### config.mk
export PLATFORM = sky130hd
export DESIGN_NAME = sync_fifo_param_flat
export DESIGN_NICKNAME = d
export VERILOG_FILES = /design/src/rtl/fifo_pkg.sv /design/src/rtl/sync_fifo_param_if.sv /design/src/rtl/fifo_ram_2p.sv /design/src/rtl/sync_fifo_param.sv /design/src/flat_wrapper.sv
export SDC_FILE = /design/constraint.sdc
export NUM_CORES = 1
export LEC_CHECK = 0
export BUFFER_PORTS_ARGS = -buffer_cell sky130_fd_sc_hd__buf_4
export CELL_PAD_IN_SITES_DETAIL_PLACEMENT = 0
export CELL_PAD_IN_SITES_GLOBAL_PLACEMENT = 2
export CORE_MARGIN = 2
export CORE_UTILIZATION = 44
export DETAILED_ROUTE_END_ITERATION = 10
export GPL_ROUTABILITY_DRIVEN = 0
export GPL_TIMING_DRIVEN = 1
export PLACE_DENSITY = 0.83
export SLEW_MARGIN = 20
export SYNTH_ARGS = -nofsm -noshare
export SYNTH_HDL_FRONTEND = slang
export SYNTH_SLANG_ARGS = --single-unit
### constraint.sdc
create_clock -name clock -period 4.5 [get_ports clock]
set_clock_uncertainty 0.2 [all_clocks]
set_input_delay 0.225 -clock clock [delete_from_list [all_inputs] [get_ports clock]]
set_output_delay 0.225 -clock clock [all_outputs]
set_load 0.1 [all_outputs]
### src/rtl/fifo_pkg.sv
// Shared constants and helpers for the parametrised single-clock FIFOs.
package fifo_pkg;

  // Defaults sized for the RFID baseband TX/RX byte paths.
  localparam int RFID_DATA_WIDTH = 8;
  localparam int RFID_DEPTH      = 4;

  // Address width for a power-of-two depth.
  function automatic int fifo_addr_w(input int depth);
    return $clog2(depth);
  endfunction

endpackage

### src/rtl/sync_fifo_param_if.sv
// Producer/consumer side of sync_fifo_param: requests in, data and status out.
interface sync_fifo_param_if
  import fifo_pkg::*;
#(
  parameter int DATA_WIDTH = RFID_DATA_WIDTH,
  parameter int DEPTH      = RFID_DEPTH
);
  localparam int ADDR_W = fifo_addr_w(DEPTH);

  logic                  clear;
  logic                  write_en;
  logic [DATA_WIDTH-1:0] data_in;
  logic                  read_en;
  logic [DATA_WIDTH-1:0] data_out;
  logic                  data_valid;
  logic                  full;
  logic                  empty;
  logic                  almost_full;
  logic                  almost_empty;
  logic [ADDR_W:0]       count;
  logic                  overflow;
  logic                  underflow;

  modport master (
    output clear, write_en, data_in, read_en,
    input  data_out, data_valid, full, empty, almost_full, almost_empty,
           count, overflow, underflow
  );

  modport slave (
    input  clear, write_en, data_in, read_en,
    output data_out, data_valid, full, empty, almost_full, almost_empty,
           count, overflow, underflow
  );
endinterface

### src/rtl/fifo_ram_2p.sv
// Simple dual-port storage: synchronous write, combinational read address.
module fifo_ram_2p #(
  parameter int DATA_WIDTH = 8,
  parameter int DEPTH      = 4,
  parameter int ADDR_W     = 2
) (
  input  logic                  clk,
  input  logic                  we,
  input  logic [ADDR_W-1:0]     waddr,
  input  logic [DATA_WIDTH-1:0] wdata,
  input  logic [ADDR_W-1:0]     raddr,
  output logic [DATA_WIDTH-1:0] rdata
);

  logic [DATA_WIDTH-1:0] mem_q [DEPTH];

  always_ff @(posedge clk) begin
    if (we) mem_q[waddr] <= wdata;
  end

  assign rdata = mem_q[raddr];

endmodule

### src/rtl/sync_fifo_param.sv
// Parametrised single-clock FIFO: wrap-bit pointers, occupancy flags,
// sticky overflow/underflow and a registered read port.
module sync_fifo_param
  import fifo_pkg::*;
#(
  parameter int DATA_WIDTH = RFID_DATA_WIDTH,
  parameter int DEPTH      = RFID_DEPTH,
  parameter int AF_LEVEL   = DEPTH - 1,
  parameter int AE_LEVEL   = 1
) (
  input  logic             clock,
  input  logic             reset_n,
  sync_fifo_param_if.slave bus
);

  localparam int              ADDR_W  = fifo_addr_w(DEPTH);
  localparam logic [ADDR_W:0] PTR_ONE = (ADDR_W+1)'(1);
  localparam logic [ADDR_W:0] AF_CMP  = (ADDR_W+1)'(AF_LEVEL);
  localparam logic [ADDR_W:0] AE_CMP  = (ADDR_W+1)'(AE_LEVEL);

  logic [ADDR_W:0]       wr_ptr_q, wr_ptr_d;
  logic [ADDR_W:0]       rd_ptr_q, rd_ptr_d;
  logic [DATA_WIDTH-1:0] data_out_q, data_out_d;
  logic                  data_valid_q, data_valid_d;
  logic                  overflow_q, overflow_d;
  logic                  underflow_q, underflow_d;

  logic                  full, empty;
  logic [ADDR_W:0]       count;
  logic                  wr_accept, rd_accept;
  logic [DATA_WIDTH-1:0] ram_rdata;

  always_comb begin
    full  = (wr_ptr_q[ADDR_W] != rd_ptr_q[ADDR_W]) &&
            (wr_ptr_q[ADDR_W-1:0] == rd_ptr_q[ADDR_W-1:0]);
    empty = (wr_ptr_q == rd_ptr_q);
    count = wr_ptr_q - rd_ptr_q;
  end

  // Both requests are qualified against pre-edge flags; clear overrides both.
  assign wr_accept = bus.write_en && !full  && !bus.clear;
  assign rd_accept = bus.read_en  && !empty && !bus.clear;

  always_comb begin
    wr_ptr_d     = wr_ptr_q;
    rd_ptr_d     = rd_ptr_q;
    data_out_d   = data_out_q;
    data_valid_d = 1'b0;
    overflow_d   = overflow_q;
    underflow_d  = underflow_q;

    if (bus.clear) begin
      wr_ptr_d    = '0;
      rd_ptr_d    = '0;
      overflow_d  = 1'b0;
      underflow_d = 1'b0;
    end else begin
      if (wr_accept) wr_ptr_d = wr_ptr_q + PTR_ONE;
      if (rd_accept) begin
        rd_ptr_d     = rd_ptr_q + PTR_ONE;
        data_out_d   = ram_rdata;
        data_valid_d = 1'b1;
      end
      if (bus.write_en && full)  overflow_d  = 1'b1;
      if (bus.read_en  && empty) underflow_d = 1'b1;
    end
  end

  always_ff @(posedge clock or negedge reset_n) begin
    if (!reset_n) begin
      wr_ptr_q     <= '0;
      rd_ptr_q     <= '0;
      data_out_q   <= '0;
      data_valid_q <= 1'b0;
      overflow_q   <= 1'b0;
      underflow_q  <= 1'b0;
    end else begin
      wr_ptr_q     <= wr_ptr_d;
      rd_ptr_q     <= rd_ptr_d;
      data_out_q   <= data_out_d;
      data_valid_q <= data_valid_d;
      overflow_q   <= overflow_d;
      underflow_q  <= underflow_d;
    end
  end

  fifo_ram_2p #(
    .DATA_WIDTH (DATA_WIDTH),
    .DEPTH      (DEPTH),
    .ADDR_W     (ADDR_W)
  ) u_ram (
    .clk   (clock),
    .we    (wr_accept),
    .waddr (wr_ptr_q[ADDR_W-1:0]),
    .wdata (bus.data_in),
    .raddr (rd_ptr_q[ADDR_W-1:0]),
    .rdata (ram_rdata)
  );

  assign bus.data_out     = data_out_q;
  assign bus.data_valid   = data_valid_q;
  assign bus.full         = full;
  assign bus.empty        = empty;
  assign bus.almost_full  = (count >= AF_CMP);
  assign bus.almost_empty = (count <= AE_CMP);
  assign bus.count        = count;
  assign bus.overflow     = overflow_q;
  assign bus.underflow    = underflow_q;

endmodule

### src/flat_wrapper.sv
// flat-port wrapper written by rule: the top's interface ports become plain ports
module sync_fifo_param_flat import fifo_pkg::*;
#(
  parameter int DATA_WIDTH = RFID_DATA_WIDTH,
  parameter int DEPTH      = RFID_DEPTH,
  parameter int AF_LEVEL   = DEPTH - 1,
  parameter int AE_LEVEL   = 1
)
  (clock, reset_n, bus_clear, bus_write_en, bus_data_in, bus_read_en, bus_data_out, bus_data_valid, bus_full, bus_empty, bus_almost_full, bus_almost_empty, bus_count, bus_overflow, bus_underflow);
  sync_fifo_param_if #(.DATA_WIDTH(DATA_WIDTH), .DEPTH(DEPTH)) bus_i ();
  input  logic clock;
  input  logic reset_n;
  input wire logic [$bits(bus_i.clear)-1:0] bus_clear;
  input wire logic [$bits(bus_i.write_en)-1:0] bus_write_en;
  input wire logic [$bits(bus_i.data_in)-1:0] bus_data_in;
  input wire logic [$bits(bus_i.read_en)-1:0] bus_read_en;
  output wire logic [$bits(bus_i.data_out)-1:0] bus_data_out;
  output wire logic [$bits(bus_i.data_valid)-1:0] bus_data_valid;
  output wire logic [$bits(bus_i.full)-1:0] bus_full;
  output wire logic [$bits(bus_i.empty)-1:0] bus_empty;
  output wire logic [$bits(bus_i.almost_full)-1:0] bus_almost_full;
  output wire logic [$bits(bus_i.almost_empty)-1:0] bus_almost_empty;
  output wire logic [$bits(bus_i.count)-1:0] bus_count;
  output wire logic [$bits(bus_i.overflow)-1:0] bus_overflow;
  output wire logic [$bits(bus_i.underflow)-1:0] bus_underflow;
  assign bus_i.clear = bus_clear;
  assign bus_i.write_en = bus_write_en;
  assign bus_i.data_in = bus_data_in;
  assign bus_i.read_en = bus_read_en;
  assign bus_data_out = bus_i.data_out;
  assign bus_data_valid = bus_i.data_valid;
  assign bus_full = bus_i.full;
  assign bus_empty = bus_i.empty;
  assign bus_almost_full = bus_i.almost_full;
  assign bus_almost_empty = bus_i.almost_empty;
  assign bus_count = bus_i.count;
  assign bus_overflow = bus_i.overflow;
  assign bus_underflow = bus_i.underflow;
  sync_fifo_param #(.DATA_WIDTH(DATA_WIDTH), .DEPTH(DEPTH), .AF_LEVEL(AF_LEVEL), .AE_LEVEL(AE_LEVEL)) u_core (.clock(clock), .reset_n(reset_n), .bus(bus_i));
endmodule
==> run summary <==
The flow ran to the end, and the final reports show no timing, DRC or antenna violations. In this run, the clock network consumes 16.3% of the power. Once the clock tree was built, the setup fixing pass inserted 0 buffers. Library cell occupying the most area in the post-synthesis netlist: sky130_fd_sc_hd__edfxtp_1. The tools report the met2 wirelength from detailed routing as 1880 um. The commonest register cell after synthesis is sky130_fd_sc_hd__edfxtp_1. Net switching is 47.5% of the power. Dividing the detail-routed via count by the number of cells gives 5.17. Setup violations remaining at the end of the flow were counted as 0. The tools report the number of hold-slack violations in the final timing report as 0.

The finished cells cover 2550 um2. The die covers 5300 um2. Port buffering added 30 buffers. The run gives 0 as the initial antenna violation count.

The critical-path maximum fanout was 12. The tools report the post-layout worst setup margin as 1690 ps. The finished layout holds 221 standard cells, fillers aside. The synthesized netlist contains 26 unique library cells. The die is 72.8 um wide. Once layout is complete, the utilization of the core stands at 55.1%.

The clock-pin transition on the worst setup and hold timing paths works out to 80 ps. Setup repair after global routing left no endpoint under its margin. The first routing iteration left 51 violations. The top cell type's share of synthesized area is 46.2%, and the number of nets with antenna violations after detailed routing is 0.

Sequential cells account for 37.2% of the total power. Sorting the synthesized cells by area gives the leading types as sky130_fd_sc_hd__edfxtp_1 46%, sky130_fd_sc_hd__dfrtp_1 20%, sky130_fd_sc_hd__mux4_2 8.7%, sky130_fd_sc_hd__mux2_2 4.9%, sky130_fd_sc_hd__ha_1 4.2%. The endpoint with the worst hold slack is u_core.bus.overflow$_DFFE_PN0P_. Ranked by instance count, the synthesized netlist is headed by 32 x sky130_fd_sc_hd__edfxtp_1, 17 x sky130_fd_sc_hd__dfrtp_1, 10 x sky130_fd_sc_hd__nor2_1, 9 x sky130_fd_sc_hd__mux2_2, 8 x sky130_fd_sc_hd__mux4_2. The actual transition at the worst max-transition pin is 619 ps. The pre-CTS setup slack came out at 1870 ps. For the number of pins with negative max-slew slack in the final report, the log shows 0.

The tools report the clock sink total as 49. The run gives 18 as the largest net degree at the start of global routing. The remaining design rule violation count is 0.

The cell leakage power came out at 1.03 nW. After detailed routing, no signal wire sits above met4. The logs give 1710 um for the routed length on met1 and 0 for the diode insertion count for antenna repair. TritonCTS created 5 clock buffers. The tools report the kind of end point of the critical path as an output port.

After detailed routing, the average wire length per cell comes to 17.1 um. Clock latency on the worst-skew pair, taken at its later pin, is 300 ps. The startpoint identified for the worst hold timing path is bus_write_en.

The most critical setup path has its startpoint at u_core.rd_ptr_q[0]$_DFFE_PN0P_. The endpoint identified for the worst register-to-register timing path is u_core.u_ram.mem_q[2][0]$_DFFE_PP_. The logs give 203 for the total instance count after detailed placement and 356 MHz for the achievable clock frequency.

In this run the standard cell core region covers 4630 um2. The Yosys step of the flow raised 0 warnings. The internal power of the cells is 806 uW, and the fraction of synthesis flops using an asynchronous set or reset pin is 34.7%.

The tree is rooted in a sky130_fd_sc_hd__clkbuf_8. The total of cells resized after clock tree synthesis is 0. In this run the tightest slew margin relative to its limit is 58.7%. The count of H-tree levels built during CTS is 2, and the global route total overflow is 0. Synthesis inferred 49 register bits. Startpoint of the most critical register-to-register path: u_core.rd_ptr_q[0]$_DFFE_PN0P_.

The routed design has 3780 um of wire. The wire length of the first global-routing pass was 6210 um. The post-DP HPWL was 2710 um; the I/O pin total was 31. The most common cell in the synthesized netlist is sky130_fd_sc_hd__edfxtp_1.

At the worst endpoint, the required time is 4070 ps. The type of the most critical hold path was input port to register. Summing all placed instances gives a cell area of 2360 um2.

The count of vias placed by the detailed router was 1,143. The final critical-path share of the clock period is 62.4%. The number of global-route vias before repair was 1,211. The run gives 145 um as the wire length on met3.

Yosys mapped a number of flops with a built-in enable equal to 32. The starting density of the core came out at 45.0%. Synthesis produced 122 cells.

After layout, the minimum clock period comes to 2810 ps. The share of power burned in combinational logic came out at 46.5%. The launching element type of the critical path was a register.

Relative to the synthesized area, the layout overhead comes to 22.4%. The kind of critical path is register to output port. Power density over cell area: 602 nW/um2. In this run, post-CTS hold repair placed 10 buffers. The initialized floorplan defines 25 standard-cell rows.

VDD sags by at most 634 uV. From bottom edge to top edge, the die measures 72.8 um. The worst hold path was traced through 3 stages. Of the cells placed in the final design, the portion with a size suffix greater than 1 is 34.1%. Data on the critical path arrives at its endpoint at 2380 ps. The total nets after synthesis came out at 143. For the final routed database, the setup TNS stands at 0 ps. A synthesized cell averages 17.1 um2. Summed over all nets, the switching power comes to 729 uW. Across the run, the number of max-cap violations was 0.

Counting along the longest clock path gives a buffer depth of 2. Counting cells, the worst reg-to-reg path comes to 4. The logs give 66.6% for the post-synthesis sequential area ratio and 2080 um2 for the combined area of all synthesized cells. Number of optimization iterations in the first detailed-route pass: 4. The final net count is 187, and the global-route usage over all layers is 16.2%. The worst register-to-register path has a setup slack of 1890 ps. TritonCTS built the clock tree.
cells in the final DEF, fill, tap and decap left out, types with 2 or more instances in the layout:
cell type	instances
sky130_fd_sc_hd__mux4_2	8
sky130_fd_sc_hd__and3_1	4
sky130_fd_sc_hd__buf_4	30
sky130_fd_sc_hd__o31ai_1	2
sky130_fd_sc_hd__clkbuf_8	5
sky130_fd_sc_hd__xnor2_1	2
sky130_fd_sc_hd__dlygate4sd3_1	10
sky130_fd_sc_hd__ha_1	7
sky130_fd_sc_hd__dfrtp_1	17
sky130_fd_sc_hd__mux2_1	3
sky130_fd_sc_hd__o2111ai_1	2
sky130_fd_sc_hd__nand2_1	2
sky130_fd_sc_hd__edfxtp_1	32
sky130_fd_sc_hd__nor2_1	10
sky130_fd_sc_hd__mux2_2	9
sky130_fd_sc_hd__inv_1	7
sky130_fd_sc_hd__a31oi_1	2
sky130_fd_sc_hd__nor2b_1	3
state kept, by name, indices dropped and copies added (netlist names):
register / count
u_core.bus.data_out: 8
u_core.bus.data_valid: 1
u_core.bus.overflow: 1
u_core.bus.underflow: 1
u_core.rd_ptr_q: 3
u_core.u_ram.mem_q: 32
u_core.wr_ptr_q: 3
layer usage:
metal	GRT usage (%)	up-vias
met2	27.1	30
met4	4.94	0
li1	-	541
met5	0	-
met1	21.0	566
met3	4.14	6
power by group through the flow:
stage / Sequential, mW / Combinational (mW) / Clock (mW)
finish: 0.571 / 0.714 / 0.251
global route: 0.579 / 0.742 / 0.277
CTS: 0.572 / 0.719 / 0.258
detailed placement: 0.582 / 0.710 / 0
global placement: 0.580 / 0.710 / 0
floorplan: 0.855 / 0.292 / 0
kinds of logic (layout without fill, tap and decap cells):
family	count (synthesis)	in the layout	synth area share [%]
XOR/XNOR	3	3	1.62
multiplexers	20	20	15.1
AO/OA/AOI/OAI	12	12	5.05
flip-flops	49	49	66.6
AND/OR/NAND/NOR	20	20	4.57
buffers and inverters	10	55	1.86
adder cells (fa/ha/maj)	8	8	5.17
worst max path at each step:
stage                                         endpoint  cells past startpoint
floorplan                             bus_almost_empty                      5
global placement    u_core.u_ram.mem_q[1][7]$_DFFE_PP_                      4
detailed placement  u_core.u_ram.mem_q[2][4]$_DFFE_PP_                      4
CTS                                    bus_almost_full                      6
global route                           bus_almost_full                      6
finish                                 bus_almost_full                      6
worst max-delay path: stages, from the launching register on:
cell,delay [ps]
sky130_fd_sc_hd__dfrtp_1,740
sky130_fd_sc_hd__ha_1,250
sky130_fd_sc_hd__inv_1,50
sky130_fd_sc_hd__fa_1,370
sky130_fd_sc_hd__xnor2_1,280
sky130_fd_sc_hd__a21o_1,120
sky130_fd_sc_hd__buf_4,280
metrics by stage:
step	hold WS, ps	power (mW)
after global routing	37.5	1.60
after CTS	15.2	1.55
after detailed placement	-82.3	1.29
final	20.2	1.53
after global placement	-82.8	1.29
after floorplan	-271	1.15
cell type report:
class / instances / area [um2]
Inverter: 7 / 26.3
Timing Repair Buffer: 40 / 325
Tap cell: 54 / 67.6
Clock buffer: 5 / 68.8
Multi-Input combinational cell: 63 / 657
Clock inverter: 3 / 17.5
Fill cell: 380 / 2080
Sequential cell: 49 / 1390
(Power assumes the default switching activity.)
